### config.mk
export PLATFORM = sky130hd
export DESIGN_NAME = player_motion_ctrl_flat
export DESIGN_NICKNAME = d
export VERILOG_FILES = /design/src/rtl/player_motion_ctrl_if.sv /design/src/rtl/player_motion_ctrl.sv /design/src/flat_wrapper.sv
export SDC_FILE = /design/constraint.sdc
export NUM_CORES = 1
export LEC_CHECK = 0
export BUFFER_PORTS_ARGS = -buffer_cell sky130_fd_sc_hd__clkbuf_2
export CORE_MARGIN = 2
export CORE_UTILIZATION = 59
export CTS_BUF_LIST = sky130_fd_sc_hd__clkbuf_8
export CTS_CLUSTER_DIAMETER = 120
export DETAILED_ROUTE_END_ITERATION = 10
export PLACE_DENSITY_LB_ADDON = 0.08
export SYNTH_ARGS = -nofsm -noshare
export SYNTH_HDL_FRONTEND = slang
export SYNTH_SLANG_ARGS = --single-unit
export TNS_END_PERCENT = 100
### constraint.sdc
create_clock -name clk -period 2.9 [get_ports clk]
set_input_delay 0.435 -clock clk [delete_from_list [all_inputs] [get_ports clk]]
set_output_delay 0.435 -clock clk [all_outputs]
set_load 0.02 [all_outputs]
### src/rtl/player_motion_ctrl_if.sv
// Signal bundle between the player controller and its environment
// (buttons / collision detector on one side, renderer / score on the other).
interface player_motion_ctrl_if #(
    parameter int POS_W = 6
);
    logic [1:0]       game_tick;
    logic             button_up;
    logic             button_down;
    logic             crash;
    logic [POS_W-1:0] player_position;
    logic             jumping;
    logic             ducking;
    logic             invulnerable;
    logic [3:0]       lives_left;
    logic             game_start_pulse;
    logic             jump_pulse;
    logic             hit_pulse;
    logic             game_over_pulse;

    modport master (
        output game_tick, button_up, button_down, crash,
        input  player_position, jumping, ducking, invulnerable, lives_left,
        input  game_start_pulse, jump_pulse, hit_pulse, game_over_pulse
    );

    modport slave (
        input  game_tick, button_up, button_down, crash,
        output player_position, jumping, ducking, invulnerable, lives_left,
        output game_start_pulse, jump_pulse, hit_pulse, game_over_pulse
    );
endinterface

### src/rtl/player_motion_ctrl.sv
// Player game-state FSM with jump physics, lives, post-hit invulnerability
// and registered one-cycle event pulses. Frame strobe = tick[0], physics = tick[1].
module player_motion_ctrl #(
    parameter int POS_W        = 6,
    parameter int JUMP_V0      = 8,
    parameter int GRAVITY      = 1,
    parameter int LIVES        = 3,
    parameter int INVULN_TICKS = 4
) (
    input  logic                  clk,
    input  logic                  reset_n,
    player_motion_ctrl_if.slave   bus
);
    localparam int VW    = POS_W + 2;
    localparam int CNT_W = $clog2(INVULN_TICKS + 1);

    localparam logic signed [VW-1:0] ZERO_S    = '0;
    localparam logic signed [VW-1:0] V0_S      = VW'(JUMP_V0);
    localparam logic signed [VW-1:0] GRAV_S    = VW'(GRAVITY);
    localparam logic signed [VW-1:0] GRAV2_S   = VW'(2 * GRAVITY);
    localparam logic signed [VW-1:0] POS_MAX_S = VW'((2 ** POS_W) - 1);
    localparam logic [POS_W-1:0]     POS_MAX   = '1;
    localparam logic [3:0]           LIVES_INIT = 4'(LIVES);
    localparam logic [CNT_W-1:0]     INVULN_INIT = CNT_W'(INVULN_TICKS);

    typedef enum logic [2:0] {
        ST_RESTART,
        ST_RUNNING,
        ST_JUMPING,
        ST_DUCKING,
        ST_GAME_OVER
    } state_t;

    state_t                 state_q, state_d;
    logic [POS_W-1:0]       pos_q, pos_d;
    logic signed [VW-1:0]   vel_q, vel_d;
    logic [3:0]             lives_q, lives_d;
    logic [CNT_W-1:0]       invuln_q, invuln_d;
    logic                   jumping_q, ducking_q, invulnerable_q;
    logic                   start_pulse_q, start_pulse_d;
    logic                   jump_pulse_q, jump_pulse_d;
    logic                   hit_pulse_q, hit_pulse_d;
    logic                   over_pulse_q, over_pulse_d;

    logic                   tick0, tick1;
    logic                   hit_ok, landed;
    logic signed [VW-1:0]   next_pos;

    assign tick0    = bus.game_tick[0];
    assign tick1    = bus.game_tick[1];
    assign next_pos = $signed({2'b00, pos_q}) + vel_q;

    always_comb begin
        state_d       = state_q;
        pos_d         = pos_q;
        vel_d         = vel_q;
        lives_d       = lives_q;
        invuln_d      = invuln_q;
        start_pulse_d = 1'b0;
        jump_pulse_d  = 1'b0;
        hit_pulse_d   = 1'b0;
        over_pulse_d  = 1'b0;
        landed        = 1'b0;

        hit_ok = tick0 && bus.crash && (invuln_q == '0) &&
                 ((state_q == ST_RUNNING) || (state_q == ST_JUMPING) ||
                  (state_q == ST_DUCKING));

        if (tick0 && (invuln_q != '0)) begin
            invuln_d = invuln_q - CNT_W'(1);
        end

        // Jump loads only happen outside JUMPING, so physics never sees a fresh load.
        if (tick1 && (state_q == ST_JUMPING)) begin
            if ((next_pos <= ZERO_S) && (vel_q < ZERO_S)) begin
                pos_d  = '0;
                vel_d  = ZERO_S;
                landed = 1'b1;
            end else begin
                if (next_pos > POS_MAX_S) begin
                    pos_d = POS_MAX;
                end else begin
                    pos_d = next_pos[POS_W-1:0];
                end
                vel_d = vel_q - (bus.button_down ? GRAV2_S : GRAV_S);
            end
        end

        case (state_q)
            ST_RESTART: begin
                if (tick0 && bus.button_up) begin
                    state_d       = ST_JUMPING;
                    vel_d         = V0_S;
                    start_pulse_d = 1'b1;
                    jump_pulse_d  = 1'b1;
                end
            end
            ST_RUNNING: begin
                if (tick0 && !hit_ok) begin
                    if (bus.button_down) begin
                        state_d = ST_DUCKING;
                    end else if (bus.button_up) begin
                        state_d      = ST_JUMPING;
                        vel_d        = V0_S;
                        jump_pulse_d = 1'b1;
                    end
                end
            end
            ST_JUMPING: begin
                if (landed) begin
                    state_d = bus.button_down ? ST_DUCKING : ST_RUNNING;
                end
            end
            ST_DUCKING: begin
                if (tick0 && !hit_ok && !bus.button_down) begin
                    state_d = ST_RUNNING;
                end
            end
            ST_GAME_OVER: begin
                if (tick0 && bus.button_up) begin
                    state_d       = ST_RUNNING;
                    lives_d       = LIVES_INIT;
                    invuln_d      = '0;
                    pos_d         = '0;
                    vel_d         = ZERO_S;
                    start_pulse_d = 1'b1;
                end
            end
            default: state_d = ST_RESTART;
        endcase

        // A fatal hit overrides landing but keeps whatever position physics produced.
        if (hit_ok) begin
            hit_pulse_d = 1'b1;
            if (lives_q == 4'd1) begin
                lives_d      = 4'd0;
                state_d      = ST_GAME_OVER;
                over_pulse_d = 1'b1;
            end else begin
                lives_d  = lives_q - 4'd1;
                invuln_d = INVULN_INIT;
            end
        end
    end

    always_ff @(posedge clk) begin
        if (!reset_n) begin
            state_q        <= ST_RESTART;
            pos_q          <= '0;
            vel_q          <= ZERO_S;
            lives_q        <= LIVES_INIT;
            invuln_q       <= '0;
            jumping_q      <= 1'b0;
            ducking_q      <= 1'b0;
            invulnerable_q <= 1'b0;
            start_pulse_q  <= 1'b0;
            jump_pulse_q   <= 1'b0;
            hit_pulse_q    <= 1'b0;
            over_pulse_q   <= 1'b0;
        end else begin
            state_q        <= state_d;
            pos_q          <= pos_d;
            vel_q          <= vel_d;
            lives_q        <= lives_d;
            invuln_q       <= invuln_d;
            jumping_q      <= (state_d == ST_JUMPING);
            ducking_q      <= (state_d == ST_DUCKING);
            invulnerable_q <= (invuln_d != '0);
            start_pulse_q  <= start_pulse_d;
            jump_pulse_q   <= jump_pulse_d;
            hit_pulse_q    <= hit_pulse_d;
            over_pulse_q   <= over_pulse_d;
        end
    end

    assign bus.player_position  = pos_q;
    assign bus.jumping          = jumping_q;
    assign bus.ducking          = ducking_q;
    assign bus.invulnerable     = invulnerable_q;
    assign bus.lives_left       = lives_q;
    assign bus.game_start_pulse = start_pulse_q;
    assign bus.jump_pulse       = jump_pulse_q;
    assign bus.hit_pulse        = hit_pulse_q;
    assign bus.game_over_pulse  = over_pulse_q;

endmodule
### src/flat_wrapper.sv
// flat-port wrapper written by rule: the top's interface ports become plain ports
module player_motion_ctrl_flat 
#(
    parameter int POS_W        = 6,
    parameter int JUMP_V0      = 8,
    parameter int GRAVITY      = 1,
    parameter int LIVES        = 3,
    parameter int INVULN_TICKS = 4
)
  (clk, reset_n, bus_game_tick, bus_button_up, bus_button_down, bus_crash, bus_player_position, bus_jumping, bus_ducking, bus_invulnerable, bus_lives_left, bus_game_start_pulse, bus_jump_pulse, bus_hit_pulse, bus_game_over_pulse);
  player_motion_ctrl_if #(.POS_W(POS_W)) bus_i ();
  input  logic clk;
  input  logic reset_n;
  input wire logic [$bits(bus_i.game_tick)-1:0] bus_game_tick;
  input wire logic [$bits(bus_i.button_up)-1:0] bus_button_up;
  input wire logic [$bits(bus_i.button_down)-1:0] bus_button_down;
  input wire logic [$bits(bus_i.crash)-1:0] bus_crash;
  output wire logic [$bits(bus_i.player_position)-1:0] bus_player_position;
  output wire logic [$bits(bus_i.jumping)-1:0] bus_jumping;
  output wire logic [$bits(bus_i.ducking)-1:0] bus_ducking;
  output wire logic [$bits(bus_i.invulnerable)-1:0] bus_invulnerable;
  output wire logic [$bits(bus_i.lives_left)-1:0] bus_lives_left;
  output wire logic [$bits(bus_i.game_start_pulse)-1:0] bus_game_start_pulse;
  output wire logic [$bits(bus_i.jump_pulse)-1:0] bus_jump_pulse;
  output wire logic [$bits(bus_i.hit_pulse)-1:0] bus_hit_pulse;
  output wire logic [$bits(bus_i.game_over_pulse)-1:0] bus_game_over_pulse;
  assign bus_i.game_tick = bus_game_tick;
  assign bus_i.button_up = bus_button_up;
  assign bus_i.button_down = bus_button_down;
  assign bus_i.crash = bus_crash;
  assign bus_player_position = bus_i.player_position;
  assign bus_jumping = bus_i.jumping;
  assign bus_ducking = bus_i.ducking;
  assign bus_invulnerable = bus_i.invulnerable;
  assign bus_lives_left = bus_i.lives_left;
  assign bus_game_start_pulse = bus_i.game_start_pulse;
  assign bus_jump_pulse = bus_i.jump_pulse;
  assign bus_hit_pulse = bus_i.hit_pulse;
  assign bus_game_over_pulse = bus_i.game_over_pulse;
  player_motion_ctrl #(.POS_W(POS_W), .JUMP_V0(JUMP_V0), .GRAVITY(GRAVITY), .LIVES(LIVES), .INVULN_TICKS(INVULN_TICKS)) u_core (.clk(clk), .reset_n(reset_n), .bus(bus_i));
endmodule
-- After elaboration in Yosys (flattened, before gate mapping)
Index checks and enable logic that the tools add are counted.
- equal/unequal tests: 7
- mux-type cells: 43
- reductions and logical operators: 23
- magnitude comparators: 3
- add/subtract/negate cells: 4
- operators by type and width (operator ; count):
    two-way mux 8 bit ; 7
    two-way mux 3 bit ; 14
    two-way mux 6 bit ; 5
    case mux 8 bit (3 select lines) ; 1
    two-way mux 4 bit ; 4
    case mux 3 bit (5 select lines) ; 1
    equality test 3 x 2 -> 1 bit, second input constant ; 4
    logical AND 1 bit ; 9
    adder 7 x 8 -> 8 bit ; 1
    > comparator 8 x 7 -> 1 bit, second input constant ; 1
    less-or-equal comparator 8 x 1 -> 1 bit, second input constant ; 1
    less-than comparator 8 x 1 -> 1 bit, second input constant ; 1
    two-way mux 1 bit ; 8
    subtractor 8 bit ; 1
    logical NOT 3 bit ; 2
    AND reduction 2 bit ; 3
    nonzero test 3 bit ; 2
    equality test 4 x 1 -> 1 bit, second input constant ; 1
    two-way mux 2 bit ; 2
    nonzero test 2 bit ; 2
    subtractor 4 x 1 -> 4 bit, second input constant ; 1
    equality test 3 x 1 -> 1 bit, second input constant ; 1
    equality test 3 bit, second input constant ; 1
    subtractor 3 x 1 -> 3 bit, second input constant ; 1
    other kinds (4) ; 6
- output and inout bits: 17
- flip-flop bits (word level): 31
- input port bits: 7
- logic and storage cells: 92

-- Longest topological paths before layout
- depth in word-level cells: 12
- depth in mapped cells: 9
- gate-level depth less buffers: 8

-- Worst setup path after synthesis
No wires, ideal clock.
- path type: register to register
- start: reg u_core.pos_q[0], in the netlist u_core.bus.player_position[0]
- end: reg u_core.pos_q[4], in the netlist u_core.bus.player_position[4]
- library setup time: 0.117 ns
- data arrival time: 2.228 ns
- setup slack: 0.555 ns
- buffers on the path: 0
- data required time: 2.783 ns
- period minus slack after synthesis: 2.345 ns
- cell stages (with the launch flop): 9
- cells stage by stage: dfxtp_1 > ha_1 > fa_1 > and3_1 > o21a_1 > o41a_1 > a31oi_2 > o21ai_0 > a22o_1
- longest elaborated chain between the ends: 7
- elaborated cells between the ends (all ways): 9
- those cells by class: add/sub (1); order compare (2); mux (5); reduce/logical (1)
- ends and longest elaborated chain (element ; RTL line ; source):
    start, declared ; player_motion_ctrl.sv:35 ; logic [POS_W-1:0] pos_q, pos_d;
    start signal, assigned ; player_motion_ctrl.sv:162 ; pos_q <= pos_d;
    adder 7 x 8 -> 8 bit * ; player_motion_ctrl.sv:51 ; assign next_pos = $signed({2'b00, pos_q}) + vel_q;
    > comparator 8 x 7 -> 1 bit / less-or-equal comparator 8 x 1 -> 1 bit (equally long branches) ; player_motion_ctrl.sv:80, player_motion_ctrl.sv:75 ;
    two-way mux 6 bit / logical AND 1 bit (equally long branches) ; player_motion_ctrl.sv:80, player_motion_ctrl.sv:75 ;
    two-way mux 6 bit * ; player_motion_ctrl.sv:75 ; if ((next_pos <= ZERO_S) && (vel_q < ZERO_S)) begin
    two-way mux 6 bit * ; player_motion_ctrl.sv:74 ; if (tick1 && (state_q == ST_JUMPING)) begin
    two-way mux 6 bit ; player_motion_ctrl.sv:120 ; if (tick0 && bus.button_up) begin
    two-way mux 6 bit * ; player_motion_ctrl.sv:89 ; case (state_q)
Every way passes the cells marked *; elsewhere a longest branch is shown, timed or not.
A chain may end at the register's enable or synchronous reset.

-- Worst setup path in the final report
Ends and elaborated chain as after synthesis.

==> run_results.csv <==
group,metric,value,unit
timing,finalCriticalPeriod,2.49,ns
die,fp.dieW,60.0,um
power,clockPowerShare,33.9,%
global_routing,grt_start_max_net_pins,12,
die,initial_core_util,61.0,%
cts,clkTransAtPathRegs,0.06,ns
global_routing,globalRouteTotalUtil,24.8,%
critical_path,cp-end-kind,"register",
cts,hold_buffers,0,
die,core-area,0.00303,mm2
routing,routedWlPerCell,14.3,um
timing,rsz0062_at_grt,"false",
logic_synthesis,synthTopCellsByCount,"dfxtp_1 (31), nor2_1 (18), nand2_1 (17), ha_1 (12), inv_1 (12)",
critical_path,cp.arrival,2.67,ns
placed_design,io_buffers,23,
critical_path,startpoint_type,"register",
cts,clock_sinks,31,
timing,finalHoldViolCount,0,
routing,first_pass_iters,4,
hold_path,hold_path_class,"in2reg",
timing,drv_slew,0,
critical_path,slowest_delay,0.40,ns
global_routing,grt_pass1_vias,1502,
power,p_switching,309,uW
power,p_leak,0.975,nW
placed_design,place.gp.congestion,0.972,
final_layout,drive_above_1_share,17.7,%
die,dieArea,0.00360,mm2
logic_synthesis,synth_cell_types,52,
cts,htree_levels,2,
timing,worst_slew_pin_slew,0.712,ns
logic_synthesis,netlist_area,0.00185,mm2
run,maxCapViolCount,0,
power,power_density,508,mW/mm2
logic_synthesis,ys_seq_elements,31,
placed_design,post-place-ws,0.443,ns
cts,ctsRootBufferMaster,"clkbuf_8",
hold_path,min_from,"reset_n",
outcome,outcome,"completed",
logic_synthesis,avgSynthCellArea,8.80,um2
cts,cts_setup_buffers,0,
routing,drt_wl_total,4.03,mm
final_layout,fin_util,69.6,%
critical_path,worst-setup-path-type,"reg2reg",
logic_synthesis,synthArstFlopShare,0,%
timing,clock-skew-final,0.00445,ns
timing,clock.fmax,0.401,GHz
routing,drc_errors,0,
routing,drtIter0Drc,109,
final_layout,syn_to_final_growth,14.1,%
global_routing,overflow,0,
timing,final.period_utilization,85.9,%
final_layout,n_antenna_cell,0,
critical_path,r2r-start,"u_core.bus.player_position[0]$_SDFF_PN0_",
power,power_frac_seq,44.8,%
timing,worst_slack,0.409,ns
power,p_int,761,uW
logic_synthesis,synth_cells,210,
power,switching_share,28.9,%
logic_synthesis,synth-main-ff-cell,"dfxtp_1",
die,rows,20,
timing,hold_slack,0.409,ns
die,io-pin-count,24,
cts,cts_resized,0,
power,ir_worst_vdd,440,uV
logic_synthesis,yosys_warnings,0,
timing,finalSetupViolCount,0,
critical_path,cp_slowest_cell,"fa_1",
critical_path,worstPathMaxFanout,6,
placed_design,dp_hpwl,3.22,mm
critical_path,crit_start,"u_core.bus.player_position[0]$_SDFF_PN0_",
cts,clkLatencyLatePin,0.28,ns
logic_synthesis,netlist.area_leader.share,33.6,%
final_layout,nets,257,
cts,cts_tree,"built",
die,die_h,60.0,um
cts,cts-buffers-inserted,5,
power,comb_power_share,21.3,%
critical_path,critPathRequiredTime,3.08,ns
global_routing,grt_pass1_wl,6.76,mm
timing,tns,0,ns
timing,relSlewSlack,51.9,%
routing,ant_nets,0,
logic_synthesis,synthTopCellsByArea,"dfxtp_1 (34%), ha_1 (8.1%), nor2_1 (3.7%)",
global_routing,antenna_found_initial,0,
logic_synthesis,yosysSeqAreaShare,33.6,%
logic_synthesis,synth_nets,231,
critical_path,path_cells,"ha_1 -> fa_1 -> and3_1 -> o21a_1 -> o41a_1 -> a31oi_2 -> o21ai_0 -> a22o_1",
routing,vias_per_cell,5.85,
logic_synthesis,yosysMostFrequentCell,"dfxtp_1",
logic_synthesis,synth_edf_count,0,
cts,cts.path.max_buffers,2,
logic_synthesis,yosys.area.top_type,"dfxtp_1",
routing,vias,1643,
-- cells by family (layout without fill, tap and decap cells) --
logic type / count (synthesis) / after routing / share of synthesized area, %
AO/OA/AOI/OAI: 55 / 55 / 23.1
adder cells (fa/ha/maj): 14 / 14 / 10.3
AND/OR/NAND/NOR: 81 / 81 / 23.6
buffers and inverters: 18 / 45 / 3.79
XOR/XNOR: 10 / 10 / 5.15
multiplexers: 1 / 1 / 0.542
flip-flops: 31 / 31 / 33.6
-- sequential cells by signal (all words and copies together) (netlist names) --
register and count:
u_core.vel_q 8, u_core.invuln_q 3, u_core.bus.ducking 1, u_core.bus.lives_left 4, u_core.bus.jump_pulse 1, u_core.bus.jumping 1, u_core.bus.player_position 6, u_core.bus.game_over_pulse 1
u_core.bus.hit_pulse 1, u_core.bus.invulnerable 1, u_core.state_q 3, u_core.bus.game_start_pulse 1
-- final timing paths --
path	cells after the start	slack, ns	end
setup / recovery	8	0.41	u_core.bus.player_position[4]$_SDFF_PN0_
hold / removal	2	0.41	u_core.bus.lives_left[1]$_SDFFE_PN1P_
setup reg to reg	8	0.41	u_core.bus.player_position[4]$_SDFF_PN0_
hold reg to reg	2	0.50	u_core.bus.lives_left[3]$_SDFFE_PN0P_
-- critical path: cells and delay by family, from the launching register on --
family	cells	cell delay, ns
AO/OA/AOI/OAI	5	1.22
adder cells (fa/ha/maj)	2	0.63
flip-flops	1	0.34
AND/OR/NAND/NOR	1	0.19
-- per-layer routing --
layer | part of all wire, % | vias to the layer above | global-route usage [%]
li1 | - | 821 | -
met5 | 0 | - | 0
met2 | 44 | 56 | 36.6
met4 | 1.1 | 0 | 8.57
met3 | 5.9 | 6 | 6.06
met1 | 49 | 760 | 35.1
-- power groups by stage --
stage          sequential [mW]  clock (mW)  combinational [mW]
2_1_floorplan            0.494           0               0.166
3_3_place_gp             0.486           0               0.219
3_5_place_dp             0.488           0               0.228
4_1_cts                  0.479       0.369               0.229
5_1_grt                  0.483       0.390               0.263
6_report                 0.479       0.363               0.228
-- per-stage QoR --
stage | power, mW | std cells | instance area, um2
CTS | 1.08 | 281 | 2110
global route | 1.14 | 281 | 2110
global placement | 0.705 | 273 | 2010
detailed placement | 0.716 | 273 | 2010
floorplan | 0.660 | 210 | 1850
finish | 1.07 | 281 | 2110
-- layout by cell type, fill, tap and decap left out, drive strengths merged, types with 4 or more instances in the layout --
master	count
dfxtp	31
clkbuf	30
nor2	18
nand2	17
o21ai	15
inv	13
ha	12
nand3	9
a21oi	9
nor3	8
xnor2	7
a22o	6
nand2b	5
and3	5
or3	4
-- area by class of cell --
cell class / instances / area (um2)
fillers: 259 / 920
repair buffers: 25 / 130
well taps: 44 / 55.1
inverters: 12 / 45.0
multi-input cells: 161 / 1160
clock inverters: 1 / 3.75
clock buffers: 7 / 96.3
flip-flops and latches: 31 / 621
Power figures use the tool's default switching activity.
